$ cat src/rtl/cmutex_merge_sync.sv
// cmutex_merge_sync
//   N-channel mutex merge for the cache-replacement control path. Single-cycle
//   drive events from NUM_CH requesters are held in per-channel pending bits.
//   One channel at a time is granted (fixed priority or round-robin). The grant
//   is forwarded downstream as a single drive pulse, and the downstream free is
//   routed back to the granted channel only.
//
// Parameters
//   NUM_CH    number of requesting channels (2..64)
//   ARB_MODE  0 = fixed priority (lowest index wins), 1 = round-robin
//   IDX_W     grant index width, derived from NUM_CH
//
// Ports
//   clk          clock, all state on the rising edge
//   rst          synchronous active-low reset
//   i_drive      per-channel request event (one-cycle pulse)
//   i_freeNext   downstream done (one-cycle pulse, honoured only in WAIT)
//   o_driveNext  one-cycle pulse forwarding the granted request
//   o_free       one-cycle one-hot pulse to the channel whose grant completed
//   o_data       one-hot grant vector, held from DRIVE through WAIT
//   o_grantIdx   binary index of the granted channel, 0 when none
//   o_busy       high in DRIVE and WAIT
//   o_overrun    one-cycle pulse when a drive hit an already-pending channel
module cmutex_merge_sync #(
    parameter int NUM_CH   = 32,
    parameter int ARB_MODE = 1,
    parameter int IDX_W    = $clog2(NUM_CH)
) (
    input  logic              clk,
    input  logic              rst,
    input  logic [NUM_CH-1:0] i_drive,
    input  logic              i_freeNext,
    output logic              o_driveNext,
    output logic [NUM_CH-1:0] o_free,
    output logic [NUM_CH-1:0] o_data,
    output logic [IDX_W-1:0]  o_grantIdx,
    output logic              o_busy,
    output logic              o_overrun
);

    typedef enum logic [1:0] {
        ST_IDLE  = 2'd0,
        ST_DRIVE = 2'd1,
        ST_WAIT  = 2'd2
    } state_t;

    state_t            state;
    logic [NUM_CH-1:0] pending;
    logic [IDX_W-1:0]  ptr;

    logic              sel_vld;
    logic [IDX_W-1:0]  sel_idx;
    logic [NUM_CH-1:0] sel_onehot;
    logic [IDX_W-1:0]  ptr_next;
    logic [NUM_CH-1:0] clr_mask;

    // Winner search: scan NUM_CH positions starting at base, wrapping at
    // NUM_CH. Fixed priority simply pins the start position to channel 0.
    always_comb begin
        logic [IDX_W-1:0] base;
        logic [IDX_W:0]   pos;
        sel_vld    = 1'b0;
        sel_idx    = '0;
        sel_onehot = '0;
        base       = (ARB_MODE != 0) ? ptr : '0;
        pos        = '0;
        for (int k = 0; k < NUM_CH; k++) begin
            pos = {1'b0, base} + (IDX_W+1)'(k);
            if (pos >= (IDX_W+1)'(NUM_CH)) begin
                pos = pos - (IDX_W+1)'(NUM_CH);
            end
            if (!sel_vld && pending[pos[IDX_W-1:0]]) begin
                sel_vld = 1'b1;
                sel_idx = pos[IDX_W-1:0];
            end
        end
        sel_onehot[sel_idx] = sel_vld;
    end

    // Explicit wrap so non-power-of-two channel counts return to 0.
    assign ptr_next = (sel_idx == IDX_W'(NUM_CH - 1)) ? '0 : sel_idx + IDX_W'(1);

    // A pending bit is only consumed on the IDLE select cycle.
    assign clr_mask = (state == ST_IDLE) ? sel_onehot : '0;

    always_ff @(posedge clk) begin
        if (!rst) begin
            state       <= ST_IDLE;
            pending     <= '0;
            ptr         <= '0;
            o_driveNext <= 1'b0;
            o_free      <= '0;
            o_data      <= '0;
            o_grantIdx  <= '0;
            o_busy      <= 1'b0;
            o_overrun   <= 1'b0;
        end else begin
            // A drive landing on the same cycle its bit is consumed re-queues
            // the channel; a drive on a bit that stays set is lost.
            pending     <= (pending & ~clr_mask) | i_drive;
            o_overrun   <= |(i_drive & pending & ~clr_mask);
            o_driveNext <= 1'b0;
            o_free      <= '0;

            case (state)
                ST_IDLE: begin
                    if (sel_vld) begin
                        state       <= ST_DRIVE;
                        o_data      <= sel_onehot;
                        o_grantIdx  <= sel_idx;
                        o_driveNext <= 1'b1;
                        o_busy      <= 1'b1;
                        ptr         <= ptr_next;
                    end
                end
                ST_DRIVE: begin
                    state <= ST_WAIT;
                end
                ST_WAIT: begin
                    if (i_freeNext) begin
                        o_free     <= o_data;
                        o_data     <= '0;
                        o_grantIdx <= '0;
                        o_busy     <= 1'b0;
                        state      <= ST_IDLE;
                    end
                end
                default: begin
                    state <= ST_IDLE;
                end
            endcase
        end
    end

endmodule

$ cat config.mk
export PLATFORM = sky130hd
export DESIGN_NAME = cmutex_merge_sync
export DESIGN_NICKNAME = d
export VERILOG_FILES = /design/src/rtl/cmutex_merge_sync.sv
export SDC_FILE = /design/constraint.sdc
export NUM_CORES = 1
export LEC_CHECK = 0
export ABC_AREA = 1
export ABC_CLOCK_PERIOD_IN_PS = 11100
export BUFFER_PORTS_ARGS = -buffer_cell sky130_fd_sc_hd__buf_2
export CELL_PAD_IN_SITES_DETAIL_PLACEMENT = 0
export CELL_PAD_IN_SITES_GLOBAL_PLACEMENT = 2
export CORE_MARGIN = 10
export CORE_UTILIZATION = 34
export DETAILED_ROUTE_END_ITERATION = 12
export PLACE_DENSITY = 0.86
export SLEW_MARGIN = 15
export SYNTH_ARGS = -nofsm -noshare
export SYNTH_HDL_FRONTEND = slang
export SYNTH_SLANG_ARGS = --single-unit
export TNS_END_PERCENT = 20
$ cat constraint.sdc
create_clock -name clk -period 11.1 [get_ports clk]
set_input_delay 0.555 -clock clk [delete_from_list [all_inputs] [get_ports clk]]
set_output_delay 0.555 -clock clk [all_outputs]
set_load 0.005 [all_outputs]
==> impl_results.md, run 1 <==
* #FFs+latches synth at 111
* Critical path class: flop to flop
* Top cells by area, synth: dfxtp_1 (26%), nand2_1 (18%), nand3_1 (14%)
* Slew Limit Fails at 0
* Net Count, Synth at 1472
* Busiest grt layer: met2
* Number of global-route vias before repair at between 9k and 10k
* Fmax at 0.1324 GHz
* CTS tree: built
* Final #Nets at between 1.5k and 2k
* Slew HR at between 20% and 30%
* Area delta synth->final at 11.99%
* Yosys top cell by area: dfxtp_1
* Setup bufs post-CTS at 0
* Worst Skew at ~17 ps
* Number of buffers created by CTS at 9
* Met1 Use GR at 26.83%
* Clock-pin slew on the worst setup and hold paths at roughly 80 ps
* Post_cts resized at 0
* Via density at 5.125
* Syn_area_per_cell at 6.058 um2
* Startpoint Class: flop
* Yosys warns at 0
* Met3 Track Usage GR at 3.854%
* Cell variety after synth at 51
* ANT cells at 0
* Met2 usage at 35.98%
* Initial antenna violation count at 1
* Final core occ at 38.48%
* Peak VDD IR at 0.1867 mV
* GRT Total Usage at 21.20%
* Clock buffer depth at 2
* Post-Syn Instances at 1420
* DR vias at ~9.4k
* Period utilization at approximately two thirds
* Post-DP HPWL at roughly 27 mm
* Number of routed nets with antenna violations at 0
* # setup viols final at 0
* Post-Syn Area at 8602 um2
* CP Data Arrival Time at 7770 ps
* Cell Pwr Density at approximately 370 nW/um2
* First DRT Iteration DRCs at about 840
* Largest net degree at the start of global routing at 66
* Hold Crit Class: input port to flop
* Slew at the pin with the worst max-slew slack at 1092 ps
* TNS Setup at 0 ps
* Clock root buffer: clkbuf_16
* First-pass GRT wire length at 52.34 mm
* Hold-fix buffers, CTS at 0
* Seq/Total Area, Yosys at about a quarter
* Share of layout cells above drive strength 1 at 15.07%
* Initial core utilization at ~34%
* Die Height at 179.1 um
* DR pass1 iterations at 5
* Critical path required time at 11320 ps
* Die W at between 150 and 200 um
* Slowest CP cell: ha_1
* Global placer's final weighted congestion at 0.9679
* Number of top-level pins at 107
* Critical path peak fanout at 40
* Number of clock sinks at 111
* Die ar. at 32060 um2
* Top cell type's share of synthesized area at between 20% and 30%
* Std-Cell Rows at 58
* # fillers at 2856
* Static Leak at 4.746 nW
* Clock Latency Late Sink at 370 ps
* Port Buffers at 106
* GRT overflow at 0
* Status: finished, final reports clean
* Final hold violation count at 0
* Min Tclk post-route at between 7000 and 8000 ps
* Most frequent cells in the layout: nand2_1 (420), nand3_1 (236), inv_1 (154)
* H-tree levels at 3
* Unrepaired setup endpoints after global routing: false
* Routed wire length at 33.56 mm
* CP Capture Type: flop
* Remaining DRCs at 0
* DR WL/cell at between 15 and 20 um
* Commonest non-fill, non-tap cell in the layout: nand2_1
* Core box area at 25040 um2
* CP peak stage delay at 760 ps
* Max-Cap Viols at 0
[final cells by class]
class | count | area [um2] | share of cell area [%]
Clock inverter | 6 | 63.81 | 0.6624
Tap cell | 330 | 412.9 | 4.286
Timing Repair Buffer | 119 | 628.1 | 6.520
Clock buffer | 10 | 229.0 | 2.377
Inverter | 179 | 676.9 | 7.027
Sequential cell | 111 | 2222 | 23.07
Multi-Input combinational cell | 1081 | 5400 | 56.06
[power by group]
group          switching (W)  internal, W  total [W]
logic                0.00203     0.000745    0.00278
clock network       0.000164     0.000159   0.000323
registers          0.0000493     0.000450   0.000499
[per-stage QoR]
stage                     cell area [um2]  std cells  hold slack, ps  total power [W]  setup WS, ps
final                                9633       1836           411.6         0.003600          3547
after global routing                 9633       1836           406.8         0.003942          2696
after CTS                            9633       1836           403.7         0.003575          3534
after detailed placement             9340       1820           433.7         0.003240          3560
after global placement               9340       1820           429.8         0.003261          3635
after floorplan                      8602       1420           437.9         0.002487          5257
[state kept, by name (all words and copies together), names as in the netlist]
name / flops
o_grantIdx: 5
o_driveNext: 1
o_busy: 1
state: 2
pending: 32
o_overrun: 1
ptr: 5
o_free: 32
o_data: 32
[routing by layer]
layer,wire length (um),vias up,share of wire (%)
li1,-,4748,-
met3,2018,46,6.0
met5,18,-,0.054
met1,14900,4350,44
met2,15800,264,47
met4,816,2,2.4
[cells in the mapped netlist, drive strengths merged]
master and count:
nor3b 2, ha 17, a22oi 1, or3 1, buf 36, xnor2 3
or4 1, inv 175, o21ai 38, mux2i 2, or2 1, clkbuf 13
nor3 5, nand3b 6, o211ai 1, nor2 164, xor2 15, nor4 2
dfxtp 111, nand3 248, clkinv 4, a31oi 12, a21oi 81, o221ai 1
o21a 5, o2111ai 1, nand4 40, nand2 434
[worst max-delay path: cells and delay by family (launching register included)]
| family | cells | cell delay [ps] |
|---|---|---|
| AO/OA/AOI/OAI | 2 | 180 |
| adder cells (fa/ha/maj) | 2 | 1000 |
| buffers and inverters | 6 | 1620 |
| flip-flops | 1 | 310 |
| AND/OR/NAND/NOR | 31 | 4290 |
[final timing paths]
| path | endpoint | cells after the start | from | slack [ps] |
|---|---|---|---|---|
| min | pending[7] | 3 | i_drive[7] | 410 |
| min reg2reg | o_free[28] | 2 | o_data[28] | 440 |
| max | o_overrun | 41 | ptr[0] | 3550 |
| max reg2reg | o_overrun | 41 | ptr[0] | 3550 |
[logic make-up after synthesis]
group | after synthesis | share of synthesized area [%]
DFF | 111 | 25.83
muxes | 2 | 0.2327
buffers and inverters | 228 | 11.39
and+or+nand+nor | 904 | 48.48
adders and majority gates | 17 | 2.473
xor gates and xnor gates | 18 | 2.444
AOI/OAI and AO/OA | 140 | 9.149
Note: power is estimated with default switching activity, not from simulation.
==> run 2, diff against run 1 <==
- ABC_CLOCK_PERIOD_IN_PS: 11100 -> 6900
- CORE_UTILIZATION: 34 -> 28
- PLACE_DENSITY: 0.86 -> 0.76
- clock period: 11.1 -> 6.9 ns (I/O delays scaled with it)
==> impl_results.md, run 2 (synthesized netlist as in run 1, its figures left out) <==
* Commonest non-fill, non-tap cell in the layout: nand2_1
* Area delta synth->final at 15.99%
* Final core occ at 32.79%
* Most frequent cells in the layout: nand2_1 (419), nand3_1 (236), inv_1 (153)
* Number of routed nets with antenna violations at 0
* Fmax at roughly 0.16 GHz
* CP Capture Type: flop
* Slew Limit Fails at 0
* Clock root buffer: clkbuf_16
* CP peak stage delay at 480 ps
* Core box area at 30430 um2
* Clock buffer depth at 2
* Final #Nets at between 1.5k and 2k
* Status: finished, final reports clean
* Critical path class: flop to flop
* Slew HR at 35.95%
* Clock Latency Late Sink at 380 ps
* Slew at the pin with the worst max-slew slack at 958.4 ps
* Peak VDD IR at 0.2372 mV
* Cell mode on critical path: nand2_1
* GRT Total Usage at a little under a fifth
* Routed wire length at 37.06 mm
* Critical path peak fanout at 13
* Critical path required time at 7130 ps
* First-pass GRT wire length at between 50 and 60 mm
* Initial core utilization at 28.27%
* Share of layout cells above drive strength 1 at between 10% and 20%
* DR vias at 9581
* Min Tclk post-route at around 6300 ps
* Std-Cell Rows at 64
* Unrepaired setup endpoints after global routing: false
* Slowest CP cell: dfxtp_4
* DR WL/cell at 19.22 um
* Post-DP HPWL at 29.55 mm
* Initial antenna violation count at 2
* Cell Pwr Density at 617.0 nW/um2
* Die Height at between 150 and 200 um
* CP Data Arrival Time at roughly 6500 ps
* Largest net degree at the start of global routing at 70
* CTS tree: built
* Number of top-level pins at 107
* Die ar. at 38130 um2
* TNS Setup at 0 ps
* H-tree levels at 3
* Period utilization at 91.05%
* Clock-pin slew on the worst setup and hold paths at 90 ps
* Number of global-route vias before repair at approximately 9.2k
* First DRT Iteration DRCs at 814
* Worst Skew at 13.27 ps
* Final hold violation count at 0
* Port Buffers at around 110
* Global placer's final weighted congestion at 0.9524
* # setup viols final at 0
* Number of clock sinks at 111
* Regs by FF count: o_data (32), o_free (32), pending (32)
* Number of buffers created by CTS at 9
* Hold Crit Class: input port to flop
* Startpoint Class: flop
* Via density at 4.969
* Remaining DRCs at 0
* Hold-fix buffers, CTS at 0
* Static Leak at slightly below 5 nW
* Max-Cap Viols at 0
* DR pass1 iterations at 5
* Die W at about 200 um
* GRT overflow at 0
run 2: worst paths after layout:
kind                     from     endpoint  slack [ps]  depth (start not counted)
hold / removal    i_drive[28]  pending[28]         190                          3
setup reg to reg       ptr[3]    o_overrun         620                         38
hold reg to reg     o_data[0]    o_free[0]         440                          2
setup / recovery       ptr[3]    o_overrun         620                         38
run 2: repair_timing:
item	in CTS	in global routing
endpoints found under the setup margin	0	60
buffers inserted	0	6
endpoints found under the hold margin	0	0
resized for setup	0	13
run 2: where the power goes:
group / switching, W / internal (W) / leakage (nW)
Sequential: 0.0000845 / 0.000726 / 0.910
Combinational: 0.00348 / 0.00129 / 3.82
Clock: 0.000308 / 0.000270 / 0.156
Total: 0.00387 / 0.00228 / 4.89
run 2: final cells by class:
| cell class | instances | area, um2 |
|---|---|---|
| clock buffer | 9 | 225.2 |
| sequential | 111 | 2228 |
| tap | 396 | 495.5 |
| timing repair buffer | 144 | 823.3 |
| clock inverter | 7 | 96.34 |
| inverter | 179 | 686.9 |
| multi-input combinational | 1081 | 5419 |
| antenna | 1 | 2.502 |
| fill | 3453 | 20450 |
run 2: critical path, delay by kind of cell (launching register included):
kind	cells	cell delay (ps)
AO/OA/AOI/OAI	2	190
AND/OR/NAND/NOR	28	3820
flip-flops	1	480
buffers and inverters	6	940
adder cells (fa/ha/maj)	2	670
run 2: per-layer routing:
| metal | share of wire [%] | global-route usage, % |
|---|---|---|
| met4 | 1.0 | 3.139 |
| met3 | 5.3 | 3.015 |
| met2 | 48 | 32.48 |
| met1 | 46 | 24.78 |
| met5 | 0.035 | 0 |
run 2: stage by stage:
stage | instances | hold slack (ps) | setup WS [ps] | area [um2] | power (W)
after floorplan | 1420 | 437.9 | 1057 | 8602 | 0.004000
after global placement | 1905 | 434.1 | 85.42 | 9565 | 0.005536
after detailed placement | 1905 | 438.4 | 125.1 | 9565 | 0.005491
after CTS | 1921 | 176.3 | 53.17 | 9887 | 0.006095
after global routing | 1927 | 189.0 | 8.352 | 9975 | 0.006674
final | 1928 | 185.7 | 617.8 | 9977 | 0.006156
==> run 3, diff against run 2 <==
- BUFFER_PORTS_ARGS: -buffer_cell sky130_fd_sc_hd__buf_2 -> default
- CORE_UTILIZATION: 28 -> 29
- DONT_BUFFER_PORTS: default -> 1
- PLACE_DENSITY: 0.76 -> 0.72
==> impl_results.md, run 3 (synthesized netlist as in run 1, its figures left out) <==
* Worst setup endpoint: o_overrun
* Slew Limit Fails at 0
* Reg2Reg Depth at 34
* Global placer's final weighted congestion at ~0.95
* Die ar. at 36950 um2
* CTS tree: built
* Clock buffer depth at 2
* Routed wire length at 36.26 mm
* Most frequent cells in the layout: nand2_1 (420), nand3_1 (236), inv_1 (154)
* Number of clock sinks at 111
* Clock root buffer: clkbuf_16
* GRT overflow at 0
* Slew at the pin with the worst max-slew slack at 843.2 ps
* Number of global-route vias before repair at 8958
* Fmax at 0.1591 GHz
* First-pass GRT wire length at 55.10 mm
* Setup slack, reg-to-reg at 620 ps
* Final core occ at approximately 33%
* Port Buffers at 0
* Final hold violation count at 0
* CP startpoint: ptr[2]
* Number of top-level pins at approximately 110
* Hold Crit Class: input port to flop
* Clock Latency Late Sink at 370 ps
* Min Tclk post-route at around 6300 ps
* DR vias at around 9.3k
* Max-Cap Viols at 0
* CP Capture Type: flop
* DR WL/cell at 19.85 um
* Crit Reg-Reg Startpoint: ptr[2]
* Cell mode on critical path: nand2_1
* Commonest non-fill, non-tap cell in the layout: nand2_1
* Die W at 192.2 um
* Regs by FF count: o_data (32), o_free (32), pending (32)
* Largest net degree at the start of global routing at 38
* Critical path peak fanout at 20
* Critical path required time at 7140 ps
* Post-DP HPWL at 28.93 mm
* Initial core utilization at 29.65%
* CP Data Arrival Time at 6530 ps
* First DRT Iteration DRCs at 710
* Remaining DRCs at 0
* GRT Total Usage at 19.59%
* Period utilization at 91.08%
* CP peak stage delay at between 500 and 600 ps
* Status: finished, final reports clean
* # fillers at 3326
* Slowest CP cell: xor2_2
* Die Height at 192.2 um
* Core box area at 29010 um2
* ANT cells at 0
* Via density at 5.099
* Critical path class: flop to flop
* Std-Cell Rows at 62
* Clock-pin slew on the worst setup and hold paths at 90 ps
* # setup viols final at 0
* Final #Nets at 1489
* Worst R2R End: o_overrun
* Hold-fix buffers, CTS at 0
* Initial antenna violation count at 0
* Area delta synth->final at 10.60%
* Startpoint Class: flop
* Number of buffers created by CTS at 9
* Share of layout cells above drive strength 1 at 11.65%
* Number of routed nets with antenna violations at 0
* DR pass1 iterations at 7
* Worst Skew at a little over 20 ps
* H-tree levels at 3
* Slew HR at 43.53%
-- run 3: layer usage --
| metal | wire length (um) | track usage [%] | vias to the layer above |
|---|---|---|---|
| li1 | - | - | 4615 |
| met1 | 16430 | 25.56 | 4415 |
| met2 | 17300 | 33.11 | 244 |
| met3 | 1916 | 3.246 | 37 |
| met4 | 611 | 4.204 | 0 |
| met5 | 0 | 0 | - |
-- run 3: final cells by class --
cell class              instances  area (um2)  area share (%)
clock buffers                   9       225.2           2.367
clock inverters                 7       86.33          0.9074
inverters                     179       679.4           7.141
multi-input cells            1081        5405           56.81
flip-flops and latches        111        2225           23.38
well taps                     384       480.5           5.050
repair buffers                 55       412.9           4.340
-- run 3: per-stage QoR --
step / instance area, um2 / hold slack [ps] / std cells / setup WS [ps] / setup TNS [ps]
floorplan: 8602 / 437.9 / 1420 / 1057 / 0
global placement: 9178 / 458.3 / 1808 / 484.1 / 0
detailed placement: 9178 / 462.3 / 1808 / 430.1 / 0
CTS: 9489 / 81.04 / 1824 / 376.6 / 0
global route: 9514 / 79.54 / 1826 / -0.9894 / -0.9894
finish: 9514 / 90.07 / 1826 / 615.4 / 0
-- run 3: how the worst min path moves through the flow --
| stage | from | to | slack, ps | depth (start not counted) |
|---|---|---|---|---|
| after floorplan | o_data[0] | o_free[0] | 440 | 2 |
| after global placement | o_data[20] | o_free[20] | 460 | 2 |
| after detailed placement | o_data[25] | o_free[25] | 460 | 2 |
| after CTS | i_drive[8] | pending[8] | 80 | 2 |
| after global routing | i_drive[18] | pending[18] | 80 | 2 |
| final | i_drive[8] | pending[8] | 90 | 2 |
-- run 3: repair_timing --
action / 4_1_cts / 5_1_grt
endpoints found under the setup margin: 0 / 6
setup buffers: 0 / 2
gates resized for setup: 0 / 7
-- run 3: critical path, delay by kind of cell, from the launching register on --
kind | cells | cell delay [ps]
compound gates | 2 | 570
xor+xnor | 1 | 540
mux | 1 | 310
flops | 1 | 330
buf+inv | 6 | 1220
simple gates | 22 | 2720
fa+ha+maj | 2 | 450
Power of run 3 is not shown: default switching activity piles up to over one toggle a cycle in this logic, so the estimate is an artifact.
